<file path="config.mk">
export PLATFORM = sky130hd
export DESIGN_NAME = axi_read_arbiter
export DESIGN_NICKNAME = d
export VERILOG_FILES = /design/src/rtl/axi_read_arbiter.sv
export SDC_FILE = /design/constraint.sdc
export NUM_CORES = 1
export LEC_CHECK = 0
export BUFFER_PORTS_ARGS = -buffer_cell sky130_fd_sc_hd__buf_2
export CAP_MARGIN = 20
export CORE_ASPECT_RATIO = 0.8
export CORE_MARGIN = 4
export CORE_UTILIZATION = 35
export DETAILED_ROUTE_END_ITERATION = 16
export GPL_TIMING_DRIVEN = 0
export PLACE_DENSITY_LB_ADDON = 0.25
export SLEW_MARGIN = 10
export SYNTH_ARGS = -nofsm -noshare
export SYNTH_HDL_FRONTEND = slang
export SYNTH_SLANG_ARGS = --single-unit
</file>
<file path="constraint.sdc">
create_clock -name clk -period 2.58 [get_ports clk]
set_input_delay 0.387 -clock clk [delete_from_list [all_inputs] [get_ports clk]]
set_output_delay 0.387 -clock clk [all_outputs]
set_load 0.02 [all_outputs]
</file>
<file path="src/rtl/axi_read_arbiter.sv">
// Two-master AXI4 read-channel arbiter: video (master 0) has priority, a streak
// counter guarantees CPU (master 1) progress. One burst in flight, so R needs no IDs.
module axi_read_arbiter #(
    parameter int VIDEO_STREAK = 4
) (
    input  logic        clk,
    input  logic        reset_n,

    input  logic        m0_ar_valid,
    output logic        m0_ar_ready,
    input  logic [31:0] m0_ar_payload_addr,
    input  logic [7:0]  m0_ar_payload_len,
    input  logic [1:0]  m0_ar_payload_burst,
    output logic        m0_r_valid,
    input  logic        m0_r_ready,
    output logic [31:0] m0_r_payload_data,
    output logic        m0_r_payload_last,

    input  logic        m1_ar_valid,
    output logic        m1_ar_ready,
    input  logic [31:0] m1_ar_payload_addr,
    input  logic [7:0]  m1_ar_payload_len,
    input  logic [1:0]  m1_ar_payload_burst,
    output logic        m1_r_valid,
    input  logic        m1_r_ready,
    output logic [31:0] m1_r_payload_data,
    output logic        m1_r_payload_last,

    output logic        s_ar_valid,
    input  logic        s_ar_ready,
    output logic [31:0] s_ar_payload_addr,
    output logic [7:0]  s_ar_payload_len,
    output logic [1:0]  s_ar_payload_burst,
    input  logic        s_r_valid,
    output logic        s_r_ready,
    input  logic [31:0] s_r_payload_data,
    input  logic        s_r_payload_last,

    output logic        grant,
    output logic        len_error
);

    localparam int SW = (VIDEO_STREAK > 0) ? $clog2(VIDEO_STREAK + 1) : 1;
    localparam logic [SW-1:0] STREAK_MAX = SW'(VIDEO_STREAK);

    typedef enum logic [1:0] {IDLE, ADDR, DATA} state_t;

    typedef struct packed {
        logic [31:0] addr;
        logic [7:0]  len;
        logic [1:0]  burst;
    } ar_req_t;

    state_t        state;
    ar_req_t       req;
    logic [SW-1:0] streak;
    logic [8:0]    beat_cnt;

    logic starve;
    logic win1;
    logic in_data;
    logic beat;
    logic [8:0] len_ext;

    // Master 1 takes the slot when video is absent or video has used up its streak.
    assign starve = (VIDEO_STREAK != 0) && (streak == STREAK_MAX) && m1_ar_valid;
    assign win1   = m1_ar_valid && (!m0_ar_valid || starve);

    assign m0_ar_ready = reset_n && (state == IDLE) && m0_ar_valid && !win1;
    assign m1_ar_ready = reset_n && (state == IDLE) && win1;

    assign s_ar_payload_addr  = req.addr;
    assign s_ar_payload_len   = req.len;
    assign s_ar_payload_burst = req.burst;

    assign in_data    = (state == DATA);
    assign s_r_ready  = in_data && (grant ? m1_r_ready : m0_r_ready);
    assign m0_r_valid = in_data && !grant && s_r_valid;
    assign m1_r_valid = in_data && grant && s_r_valid;

    assign m0_r_payload_data = s_r_payload_data;
    assign m1_r_payload_data = s_r_payload_data;
    assign m0_r_payload_last = s_r_payload_last;
    assign m1_r_payload_last = s_r_payload_last;

    assign beat    = s_r_valid && s_r_ready;
    assign len_ext = {1'b0, req.len};

    always_ff @(posedge clk or negedge reset_n) begin
        if (!reset_n) begin
            state      <= IDLE;
            req        <= '0;
            s_ar_valid <= 1'b0;
            grant      <= 1'b0;
            streak     <= '0;
            beat_cnt   <= '0;
            len_error  <= 1'b0;
        end else begin
            case (state)
                IDLE: begin
                    if (m0_ar_ready || m1_ar_ready) begin
                        req        <= m1_ar_ready ?
                                      '{m1_ar_payload_addr, m1_ar_payload_len, m1_ar_payload_burst} :
                                      '{m0_ar_payload_addr, m0_ar_payload_len, m0_ar_payload_burst};
                        s_ar_valid <= 1'b1;
                        grant      <= m1_ar_ready;
                        state      <= ADDR;
                        if (m1_ar_ready || !m1_ar_valid)
                            streak <= '0;
                        else if (streak != STREAK_MAX)
                            streak <= streak + 1'b1;
                    end
                end
                ADDR: begin
                    if (s_ar_ready) begin
                        s_ar_valid <= 1'b0;
                        beat_cnt   <= '0;
                        state      <= DATA;
                    end
                end
                DATA: begin
                    if (beat) begin
                        beat_cnt <= beat_cnt + 9'd1;
                        if (s_r_payload_last) begin
                            if (beat_cnt != len_ext)
                                len_error <= 1'b1;
                            state <= IDLE;
                        end else if (beat_cnt == len_ext + 9'd1) begin
                            // Overrun without last: flag it, but only last ends the burst.
                            len_error <= 1'b1;
                        end
                    end
                end
                default: state <= IDLE;
            endcase
        end
    end

endmodule

</file>
Yosys cells after proc, flatten, opt, wreduce, memory -nomap -nowiden

Cells that the tools add are included.

Bits in registers: 59
Bits of input ports: 125
Word-level logic and storage cells: 71
Output and inout bits: 116

$add $sub $neg: 3
Mux-type cells: 18
Reduce and logical (&&, ||, !) cells: 30
Equal/unequal tests: 11

Operators by type and width:

| kind                                                                     | number |
|---|---|
| 42-bit 2-to-1 mux                                                        | 1 |
| 9-bit 2-to-1 mux                                                         | 2 |
| 9-bit one-hot mux with 2 select lines                                    | 1 |
| 1-bit logical AND                                                        | 12 |
| 8-bit by 1-bit adder with 9-bit output (second input constant)           | 1 |
| 9-bit by 1-bit adder with 9-bit output (second input constant)           | 1 |
| 9-bit equality test                                                      | 1 |
| 9-bit by 8-bit inequality test with 1-bit output                         | 1 |
| 3-bit AND reduction                                                      | 3 |
| 2-bit 2-to-1 mux                                                         | 4 |
| 4-bit AND reduction                                                      | 2 |
| 2-bit nonzero test                                                       | 4 |
| 1-bit 2-to-1 mux                                                         | 6 |
| 3-bit 2-to-1 mux                                                         | 2 |
| 2-bit by 1-bit inequality test with 1-bit output (second input constant) | 3 |
| 2-bit one-hot mux with 3 select lines                                    | 1 |
| 1-bit zero test                                                          | 4 |
| 2-bit inequality test (second input constant)                            | 2 |
| 3-bit by 1-bit adder with 3-bit output (second input constant)           | 1 |
| 3-bit equality test (second input constant)                              | 1 |
| 1-bit logical OR                                                         | 3 |
| 3-bit inequality test (second input constant)                            | 1 |
| 2-bit by 1-bit equality test with 1-bit output (second input constant)   | 1 |
| 2-bit equality test (second input constant)                              | 1 |
| 3 further kinds                                                          | 3 |

Longest topological paths before layout

Depth in word-level cells: 9
Depth in mapped cells: 9
Mapped depth without buffers: 7

Worst setup path before layout

Ideal clock, no wire load.

Kind: register to register
Start point: reg req (netlist bit s_ar_payload_len[0])
End point: reg len_error
Buffers on the path: 0
Path slack: 660 ps
Clock period less this slack: 1920 ps
Required time: 2455 ps
Library setup time: 125 ps
Data arrival time: 1795 ps
Stages on the path, launching flop included: 6
Cells stage by stage: dfrtp_1 xor2_1 or4_1 or4_1 a31oi_1 o21ai_1

Cells in the longest elaborated chain, start to end: 4
Elaborated cells between the ends (all ways): 6
Those cells by class: add/sub: 1; eq/ne: 3; reduce/logical: 2

RTL lines:

| what                                     | line | RTL |
|---|---|---|
| start: declaration                       | 55   | `ar_req_t req;` |
| start signal: assignment                 | 102  | `req <= m1_ar_ready ?` |
| 8-bit by 1-bit adder with 9-bit output   | 128  | `end else if (beat_cnt == len_ext + 9'd1) begin` |
| 9-bit equality test                      | 128  |  |
| 2-bit nonzero test (no source line)      | -    |  |
| 4-bit AND reduction (no source line) (*) | -    |  |
| end signal: assignment                   | 97   | `len_error <= 1'b0;` |
| end signal: assignment                   | 126  | `len_error <= 1'b1;` |
| end signal: assignment                   | 130  | `len_error <= 1'b1;` |
| end: declaration                         | 40   | `output logic len_error` |

Mark *: on every way between the ends. The rest lies on a longest branch, timed or not.
A chain may end at the register's enable or synchronous reset.

Worst setup path after layout

Start point: reg streak[0]
End point: out m1_ar_ready

Cells in the longest elaborated chain, start to end: 5

RTL lines:

| what                     | line | RTL |
|---|---|---|
| start: declaration       | 56   | `logic [SW-1:0] streak;` |
| start signal: assignment | 111  | `streak <= streak + 1'b1;` |
| 3-bit equality test      | 66   | `assign starve = (VIDEO_STREAK != 0) && (streak == STREAK_MAX) && m1_ar_valid;` |
| 1-bit logical AND        | 66   |  |
| 1-bit logical OR         | 67   | `assign win1 = m1_ar_valid && (!m0_ar_valid \|\| starve);` |
| 1-bit logical AND        | 67   |  |
| 1-bit logical AND        | 70   | `assign m1_ar_ready = reset_n && (state == IDLE) && win1;` |
| end: declaration         | 20   | `output logic m1_ar_ready,` |

No other way between the ends.

==> flow_summary.toml <==
[pwr]
leakage_nw = 2.97
powerDensity_nw_per_um2 = 974
peakVddDrop_uv = 407

[critical_path]
r2r-end = "s_ar_payload_len[6]"
reg2reg_slack_ps = 510
crit_family = "buffers and inverters"
cp_max_fo = 10
critical_path_depth = 9
critPathLaunchType = "register"
critical_path_required_ps = 2190
crit_start = "streak[0]"
cp_common_cell = "buf_2"
cp.arrival_ps = 1990
cp_cell_sequence = "inv_1 > ha_1 > nand2_1 > nand2_1 > nand3_1 > buf_2 > buf_2 > inv_1 > buf_2"
path_buf_inv = 5
endpoint = "m1_ar_ready"
worstSetupPathType = "reg2out"
critPathSlowestCell = "dfrtp_1"
cp-end-kind = "primary output"
worst-r2r-cell-count = 9
r2r_start = "streak[0]"
slowest_delay_ps = 350

[floorplanning]
fp.dieW_um = 121
die_y_um = 98.6
die_area_um2 = 11900
core_area_um2 = 9810
io_pins = 241
rows = 32
start_util_pct = 36.6

[clock_network]
clock_path_buffers = 2
numCtsBuffers = 9
clkSinkCount = 59
hold_buffers = 0
cts_tree = "yes"
clock_latency_ps = 330
post-cts-setup-buffers = 0
htreeDepth = 3
cts_root_buf = "clkbuf_16"
path_clk_slew_ps = 60

[status]
violations = "negative hold slack"
status = "finished, violations left"

[placed_design]
dp_cells = 732
port_buffers = 208
postPlaceCellArea_um2 = 4800
hpwl_um = 8480
gp_congestion = 0.791

[synthesis]
synth_fa_ha_area_share_pct = 1.40
async_reset_ff_share_pct = 100
yosys.area.top_type = "dfrtp_1"
syn_nets = 517
synthCells = 388
synth_top_area_share_pct = 41.2
synth-xor-area-share_pct = 4.64
ys_ff_latch = 59
synth_flop_cell = "dfrtp_1"
yosysWarnings = 0
synth_top_family_by_area = "buffers and inverters"
syn_area_per_cell_um2 = 9.25
ys_seq_area_share_pct = 41.2
synth_edf_count = 0
synth.area.top_cells = "dfrtp_1 (41%), buf_4 (14%), mux2i_1 (12%)"
synth_compound_area_share_pct = 8.93
syn-cell-area_um2 = 3590
synthMuxAreaShare_pct = 12.6
synth_simple_gate_area_share_pct = 14.4
synthDistinctLibCells = 40

[grt]
overflow = 0
track_usage_pct = 17.7
grt_start_max_net_pins = 61
grt_pass1_wl_um = 16900
grt_pass1_vias = 3517
antenna_found_initial = 0

[timing]
finClkSkew_ps = 12.5
max_slew_margin_pct = 60.0
tightest_slew_ps = 600
finalMaxSlewViolations = 0
finalHoldViolCount = 18
fmax_mhz = 420
period_share_pct = 92.3
finalCriticalPeriod_ps = 2380
rsz0062_at_grt = "no"
finalSetupViolCount = 0
hold_slack_ps = -8.83

[cells_and_area]
final_cells = 748
nets = 736
syn2layout_area_growth_pct = 43.1
ff_latch_area_um2 = 1480
finish.utilization_pct = 52.3
multi_input_area_um2 = 1510
final_area_um2 = 5130
fillers = 952
antennaDiodeCount = 0
drive_gt1_share_pct = 49.3

[flow_run]
cap_violations = 0

[route]
drt_iter0_drc = 136
drcViolationCount = 0
firstDrtPassIters = 4
via_per_inst = 4.53
ant_nets = 0
wl_per_cell_um = 14.3
vias = 3388
wl_um = 10700

[hold_path]
min-delay-path-class = "in2async"
how the worst min path moves through the flow:
stage | start | end | slack (ps) | cells past startpoint
6_report | reset_n | len_error | -9 | 1
5_1_grt | reset_n | len_error | 20 | 1
4_1_cts | reset_n | streak[0] | 60 | 1
3_5_place_dp | s_ar_valid | s_ar_valid | 460 | 2
3_3_place_gp | s_ar_valid | s_ar_valid | 460 | 2
2_1_floorplan | reset_n | beat_cnt[0] | 90 | 0
cell type report:
type	count	share of cell area (%)
plain buffers	86	11.4
multi-input cells	238	29.5
inverters	5	0.366
repair buffers	208	20.5
clock inverters	6	1.76
flip-flops and latches	59	28.8
clock buffers	10	4.46
well taps	136	3.32
sequential cells by signal, summed over array words and instances, names as in the netlist:
name and count:
s_ar_payload_addr 32, beat_cnt 9, s_ar_payload_len 8, streak 3, s_ar_payload_burst 2, state 2
grant 1, len_error 1, s_ar_valid 1
layout by cell type, fill, tap and decap left out, types with 9 or more instances in the layout:
| master | n |
|---|---|
| mux2i_1 | 43 |
| nand3_1 | 10 |
| clkbuf_16 | 9 |
| nand2_1 | 61 |
| clkbuf_1 | 15 |
| buf_2 | 212 |
| buf_4 | 66 |
| nor2_1 | 12 |
| dfrtp_1 | 59 |
| o21ai_0 | 46 |
| xor2_1 | 11 |
worst reg2reg max path, stage by stage, from the launching register on:
cell,delay [ps]
dfrtp_1,350
inv_1,60
ha_1,220
nand2_1,80
nand2_1,60
nand3_1,70
buf_2,270
buf_2,420
mux2i_1,280
o21ai_0,110
what timing repair did:
| action | CTS | global route |
|---|---|---|
| endpoints found under the hold margin | 0 | 0 |
| resized for setup | 1 | 3 |
| setup endpoints to repair | 5 | 19 |
cells by family after synthesis:
logic type / Yosys count
compound gates: 59
flops: 59
buf+inv: 91
mux: 45
fa+ha+maj: 4
simple gates: 111
xor+xnor: 19
cell usage after synthesis, types with 2 or more instances:
master	count
a211oi_1	3
a31oi_1	2
and2_1	2
and3_1	4
buf_2	5
buf_4	66
clkbuf_1	14
dfrtp_1	59
ha_1	4
inv_1	5
mux2_2	2
mux2i_1	43
nand2_1	61
nand3_1	10
nand4_1	5
nor2_1	12
nor3_1	2
o21ai_0	46
o21ai_1	2
o22ai_1	2
or4_1	3
xnor2_1	8
xor2_1	11
metal layers:
layer / vias up / part of all wire (%) / GRT usage, %
met4: 0 / 1.0 / 4.05
met3: 9 / 7.6 / 5.85
met1: 1579 / 42 / 21.6
met5: - / 0 / 0
li1: 1684 / - / -
met2: 116 / 50 / 30.5
stage by stage:
step           setup TNS [ps]  setup WS [ps]  power [mW]
2_1_floorplan               0            660        2.96
3_3_place_gp           -24550           -743        3.71
3_5_place_dp            -6170           -345        3.75
4_1_cts                     0          0.425        5.05
5_1_grt                     0           19.6        5.36
6_report                    0            198        5.00
power breakdown:
group          internal (mW)  total [mW]  switching (mW)
Clock                  0.846        1.27           0.429
Sequential              1.30        1.60           0.292
Combinational          0.813        2.13            1.32
No activity file was read; power rests on OpenSTA's default activity.
